$ cat config.mk
export PLATFORM = sky130hd
export DESIGN_NAME = fact_alu_sequencer
export DESIGN_NICKNAME = d
export VERILOG_FILES = /design/src/rtl/fact_alu_sequencer.sv
export SDC_FILE = /design/constraint.sdc
export NUM_CORES = 1
export LEC_CHECK = 0
export ABC_AREA = 1
export ABC_CLOCK_PERIOD_IN_PS = 3300
export BUFFER_PORTS_ARGS = -buffer_cell sky130_fd_sc_hd__clkbuf_2
export CAP_MARGIN = 20
export CELL_PAD_IN_SITES_DETAIL_PLACEMENT = 0
export CELL_PAD_IN_SITES_GLOBAL_PLACEMENT = 2
export CORE_MARGIN = 10
export CORE_UTILIZATION = 29
export DETAILED_ROUTE_END_ITERATION = 10
export GPL_TIMING_DRIVEN = 0
export PLACE_DENSITY_LB_ADDON = 0.1
export SYNTH_ARGS = -nofsm -noshare
export SYNTH_HDL_FRONTEND = slang
export SYNTH_SLANG_ARGS = --single-unit
$ cat constraint.sdc
create_clock -name clk -period 3.3 [get_ports clk]
set_input_delay 0.165 -clock clk [delete_from_list [all_inputs] [get_ports clk]]
set_output_delay 0.165 -clock clk [all_outputs]
set_load 0.1 [all_outputs]
$ cat src/rtl/fact_alu_sequencer.sv
// -----------------------------------------------------------------------------
// fact_alu_sequencer
//
// Computes n! by steering a shared, purely combinational 16-bit ALU one
// operation per cycle. Only three ALU ops are used:
//   COMP  (0000) : alu_result[0] = (alu_a > alu_b), unsigned
//   DECRE (0100) : alu_result    = alu_a - 1
//   MUL   (1010) : alu_result    = (alu_a * alu_b)[WIDTH-1:0]
// The sequencer owns the accumulator (acc) and the down-counter (cnt). The
// ALU result is captured at the end of the cycle in which the op is issued.
//
// Flow per request:
//   IDLE -> LOAD -> CMP -> (MUL -> DEC -> CMP)* -> DONE -> IDLE
//   An out-of-range n goes straight IDLE -> DONE with err set.
//
// Ports:
//   clk         in   rising-edge clock
//   rst_n       in   asynchronous, active-low reset
//   start       in   request, accepted only while ready=1
//   n_in        in   operand n, sampled when start is accepted
//   ready       out  high in IDLE only
//   busy        out  high in every state except IDLE
//   done        out  one-cycle pulse while in DONE
//   err         out  n_in > MAX_N; held until the next accepted start
//   result      out  n! (registered); held until the next accepted start
//   alu_sel     out  ALU op code, combinational from state
//   alu_a       out  ALU operand A
//   alu_b       out  ALU operand B
//   alu_result  in   ALU mux output for the op issued this cycle
// -----------------------------------------------------------------------------
module fact_alu_sequencer #(
  parameter int WIDTH = 16,
  parameter int MAX_N = 8
) (
  input  logic             clk,
  input  logic             rst_n,
  input  logic             start,
  input  logic [WIDTH-1:0] n_in,
  output logic             ready,
  output logic             busy,
  output logic             done,
  output logic             err,
  output logic [WIDTH-1:0] result,
  output logic [3:0]       alu_sel,
  output logic [WIDTH-1:0] alu_a,
  output logic [WIDTH-1:0] alu_b,
  input  logic [WIDTH-1:0] alu_result
);

  localparam logic [3:0]       OP_COMP  = 4'b0000;
  localparam logic [3:0]       OP_DECRE = 4'b0100;
  localparam logic [3:0]       OP_MUL   = 4'b1010;
  localparam logic [WIDTH-1:0] ONE      = WIDTH'(1);
  localparam logic [WIDTH-1:0] MAX_N_W  = WIDTH'(MAX_N);

  typedef enum logic [2:0] {
    S_IDLE,
    S_LOAD,
    S_CMP,
    S_MUL,
    S_DEC,
    S_DONE
  } state_t;

  state_t           state, state_nx;
  logic [WIDTH-1:0] acc, acc_nx;
  logic [WIDTH-1:0] cnt, cnt_nx;
  logic [WIDTH-1:0] result_nx;
  logic             done_nx;
  logic             err_nx;

  // Anything above MAX_N would overflow the WIDTH-bit result.
  function automatic logic n_in_range(input logic [WIDTH-1:0] n);
    return (n <= MAX_N_W);
  endfunction

  // State and datapath registers
  always_ff @(posedge clk or negedge rst_n) begin
    if (!rst_n) begin
      state  <= S_IDLE;
      acc    <= '0;
      cnt    <= '0;
      result <= '0;
      done   <= 1'b0;
      err    <= 1'b0;
    end else begin
      state  <= state_nx;
      acc    <= acc_nx;
      cnt    <= cnt_nx;
      result <= result_nx;
      done   <= done_nx;
      err    <= err_nx;
    end
  end

  // Next-state, register updates and ALU drive
  always_comb begin
    state_nx  = state;
    acc_nx    = acc;
    cnt_nx    = cnt;
    result_nx = result;
    err_nx    = err;
    done_nx   = 1'b0;
    alu_sel   = OP_COMP;
    alu_a     = '0;
    alu_b     = '0;

    unique case (state)
      S_IDLE: begin
        if (start) begin
          if (n_in_range(n_in)) begin
            cnt_nx   = n_in;
            err_nx   = 1'b0;
            state_nx = S_LOAD;
          end else begin
            err_nx    = 1'b1;
            result_nx = '0;
            done_nx   = 1'b1;
            state_nx  = S_DONE;
          end
        end
      end

      S_LOAD: begin
        acc_nx   = ONE;
        state_nx = S_CMP;
      end

      // Loop while cnt > 1; n=0 and n=1 therefore exit with acc=1 untouched.
      S_CMP: begin
        alu_sel = OP_COMP;
        alu_a   = cnt;
        alu_b   = ONE;
        if (alu_result[0]) begin
          state_nx = S_MUL;
        end else begin
          result_nx = acc;
          done_nx   = 1'b1;
          state_nx  = S_DONE;
        end
      end

      S_MUL: begin
        alu_sel  = OP_MUL;
        alu_a    = acc;
        alu_b    = cnt;
        acc_nx   = alu_result;
        state_nx = S_DEC;
      end

      S_DEC: begin
        alu_sel  = OP_DECRE;
        alu_a    = cnt;
        cnt_nx   = alu_result;
        state_nx = S_CMP;
      end

      // start is deliberately not looked at here; a held start is taken
      // in the following IDLE cycle.
      S_DONE: begin
        state_nx = S_IDLE;
      end

      default: begin
        state_nx = S_IDLE;
      end
    endcase
  end

  assign ready = (state == S_IDLE);
  assign busy  = ~ready;

endmodule
==> parameters.txt <==
Parameter                              Value

Floorplan
  Initial Utilization    around 30%
  Top-level port count    91
  Die area    13200 um2
  Total number of placement rows    34
  Chip width    115 um
  Core area    8720 um2
  Die Height    115 um

Synth
  Count of different cell masters after synthesis    25
  Simple-Gate Fraction of Synth Area    29.7%
  Post-synthesis instance area    2610 um2
  Number of flops mapped to enable cells by yosys    0
  Top area cells in the synthesized netlist    sky130_fd_sc_hd__dfrtp_1, sky130_fd_sc_hd__nand2_1, sky130_fd_sc_hd__nand3_1, sky130_fd_sc_hd__inv_1, sky130_fd_sc_hd__nor2_1
  Share of the synthesized area in the top cell type    50.8%
  Number of nets in the synthesized netlist    370
  Most common flop cell mapped by yosys    sky130_fd_sc_hd__dfrtp_1
  Sequential-to-total area share from yosys stat    50.8%
  XOR/XNOR share of the synthesized area    0%
  Share of the synthesized area in compound gates (AO/OA/AOI/OAI)    9.11%
  Flops & latches, synth    53
  Post-synthesis share of cell area spent on full adders, half adders and majority gates    0%
  Post-synthesis area per instance    7.79 um2
  Cell type with the highest aggregate area in the netlist    sky130_fd_sc_hd__dfrtp_1
  Fraction of synthesis flops using an asynchronous set or reset pin    100%
  Count of yosys warnings during synthesis    0
  Most instantiated library cell after synthesis    sky130_fd_sc_hd__nand2_1
  Main combinational cell family by area after synthesis    simple AND/OR/NAND/NOR gates
  Cell types with the highest counts after synthesis    sky130_fd_sc_hd__nand2_1, sky130_fd_sc_hd__dfrtp_1, sky130_fd_sc_hd__inv_1
  Proportion of synthesized area in mux cells    0%
  Count of mapped cells out of synthesis    335

Cells and area
  Total Nets Final    467
  Area of the multi-input gates    approximately 1000 um2
  Seq. cell area    around 1300 um2
  Number of fillers in the final layout    961
  Antenna diode count    0
  Area growth from synthesis to final layout    27.9%
  Share of final-layout standard cells stronger than drive strength 1    28.9%

STA
  Final max-slew violation count    0
  Unrepaired setup endpoints after global routing    false
  Aggregate negative setup slack    0 ns
  Highest clock rate    0.372 GHz
  Final setup fails    0
  Final hold violations    0
  Slew at the pin with the worst max-slew slack    0.771 ns
  Final clock skew    0.00468 ns
  Shortest period the worst path allows    2.69 ns
  Normalized max-slew margin    approximately half
  Final worst-path cycle share    81.4%

Setup path
  Cell with the biggest individual delay on the critical path    sky130_fd_sc_hd__clkbuf_2
  CP startpoint kind    register
  Setup slack on the worst flop-to-flop path    1.62 ns
  Buffers & Inverters on Critical Path    4
  Worst Setup Path Type    register to primary output
  Required time at the endpoint of the critical path    3.13 ns
  Critical Path, Cell by Cell    inv_1 > nand2_1 > nor2_2 > inv_2 > buf_2 > o22ai_1 > clkbuf_2
  Termination of the worst setup path    alu_a[0]
  Logic depth of the worst path, buffers included    7
  Worst r2r path cells    5
  Endpoint arrival time on the critical path    approximately 2.5 ns
  Largest driver fanout on the critical path    10
  RR Startpoint    state[2]$_DFFE_PN0P_
  Dominant delay contributor by cell family on the critical path    buffers and inverters
  CP endpoint kind    primary output
  Launching element of the worst setup path    state[2]$_DFFE_PN0P_
  Worst R2R End    result[2]$_DFFE_PN0P_
  Maximum single-stage delay on the critical path    0.50 ns

Drt
  Number of violations reported at the end of detailed-routing iteration 0    97
  Antenna-violating nets left    0
  Vias/cell    4.40
  Router iterations before antenna repair    4
  Residual DRC count    0
  DR vias    roughly 2400
  Total length of routed wires    approximately 8500 um
  Wire per inst    ~16 um

Clock tree
  Clock Root Buffer    sky130_fd_sc_hd__clkbuf_8
  Maximum clock path buffer count    2
  TritonCTS clock tree    done
  Clock Latency Late Sink    between 0.3 and 0.4 ns
  Clock slew at the register clock pins of the worst setup and hold paths    0.10 ns
  Clock Sinks    53
  TritonCTS buffer count    5
  Deepest level of the CTS H-tree    2
  Postcts setup bufs    0

Run
  Max Cap Viol    0

Global routing
  Total congestion overflow    0
  Initial antenna violation count    0
  Largest net degree at the start of global routing    54
  Global Route Usage Sum    13.0%
  Global-route wire length before repair    13900 um
  Vias in the first global route    2557

Placement
  Number of I/O port buffers    89
  Post-DP HPWL    6570 um
  Global placement routability congestion    about 0.77

Min path
  Path category of the worst min-delay check    input pin to register

Status
  Run status    finished clean
## cell type report
cell class	instances	area share (%)
flip-flops and latches	53	39.8
multi-input cells	220	30.5
repair buffers	90	13.7
inverters	47	5.29
well taps	108	4.05
plain buffers	15	2.66
clock buffers	5	2.06
clock inverters	3	1.95
## worst reg2reg max path, delay by kind of cell (launching register included)
| kind | cells | cell delay, ns |
|---|---|---|
| flops | 1 | 0.46 |
| simple gates | 4 | 0.82 |
| buf+inv | 1 | 0.30 |
## cell usage in the layout (no fill, tap or decap), types with 2 or more instances in the layout
cell type / n
sky130_fd_sc_hd__nor2_4: 2
sky130_fd_sc_hd__nand2_2: 3
sky130_fd_sc_hd__clkbuf_1: 2
sky130_fd_sc_hd__nand3_1: 37
sky130_fd_sc_hd__clkbuf_8: 5
sky130_fd_sc_hd__nor2_1: 41
sky130_fd_sc_hd__clkbuf_2: 88
sky130_fd_sc_hd__inv_2: 5
sky130_fd_sc_hd__buf_6: 2
sky130_fd_sc_hd__bufinv_16: 2
sky130_fd_sc_hd__o21ai_0: 18
sky130_fd_sc_hd__buf_4: 2
sky130_fd_sc_hd__nand2_1: 88
sky130_fd_sc_hd__o22ai_1: 19
sky130_fd_sc_hd__buf_2: 8
sky130_fd_sc_hd__nor2_2: 3
sky130_fd_sc_hd__dfrtp_1: 53
sky130_fd_sc_hd__inv_1: 42
## stage by stage
stage               util (%)  cells  hold WS, ns  setup slack, ns  area (um2)
global route            38.2    541       0.0669            0.526        3340
finish                  38.2    541       0.0731            0.613        3340
global placement        36.6    532        0.399             1.01        3190
CTS                     38.2    541       0.0717            0.616        3340
floorplan                  -    335       -0.131            0.109        2610
detailed placement      36.6    532        0.325            0.954        3190
## flip-flops by register name, indices dropped and copies added, names as in the netlist
name	count
acc	16
err	1
state	3
cnt	16
done	1
result	16
## what timing repair did
| item | CTS | global route |
|---|---|---|
| gates resized for setup | 0 | 0 |
| endpoints found under the hold margin | 53 | 0 |
| hold buffers | 1 | 0 |
## cell families after synthesis
kind of cell           Yosys count
other                            1
DFF                             53
and+or+nand+nor                178
AOI/OAI and AO/OA               41
buffers and inverters           62
## routing by layer
| metal | wire length [um] | vias to the layer above | share of wire (%) | GRT usage, % |
|---|---|---|---|---|
| li1 | - | 1252 | - | - |
| met1 | 4220 | 1068 | 50 | 18.2 |
| met2 | 3750 | 58 | 44 | 19.7 |
| met3 | 480 | 2 | 5.7 | 3.54 |
| met4 | 34 | 0 | 0.40 | 2.48 |
| met5 | 0 | - | 0 | 0 |
## worst min-delay path by stage
stage,start,to,slack [ns],depth (start not counted)
finish,alu_result[15],cnt[15]$_DFFE_PN0P_,0.07,3
global route,alu_result[11],cnt[11]$_DFFE_PN0P_,0.07,3
CTS,alu_result[15],cnt[15]$_DFFE_PN0P_,0.07,3
detailed placement,rst_n,err$_DFFE_PN0P_,0.33,1
global placement,alu_result[4],cnt[4]$_DFFE_PN0P_,0.40,3
floorplan,rst_n,acc[0]$_DFFE_PN0P_,-0.13,0
Power is left out: the tool's default activity adds up to more than one toggle a clock period on the data nets, which glitch-free logic cannot reach.
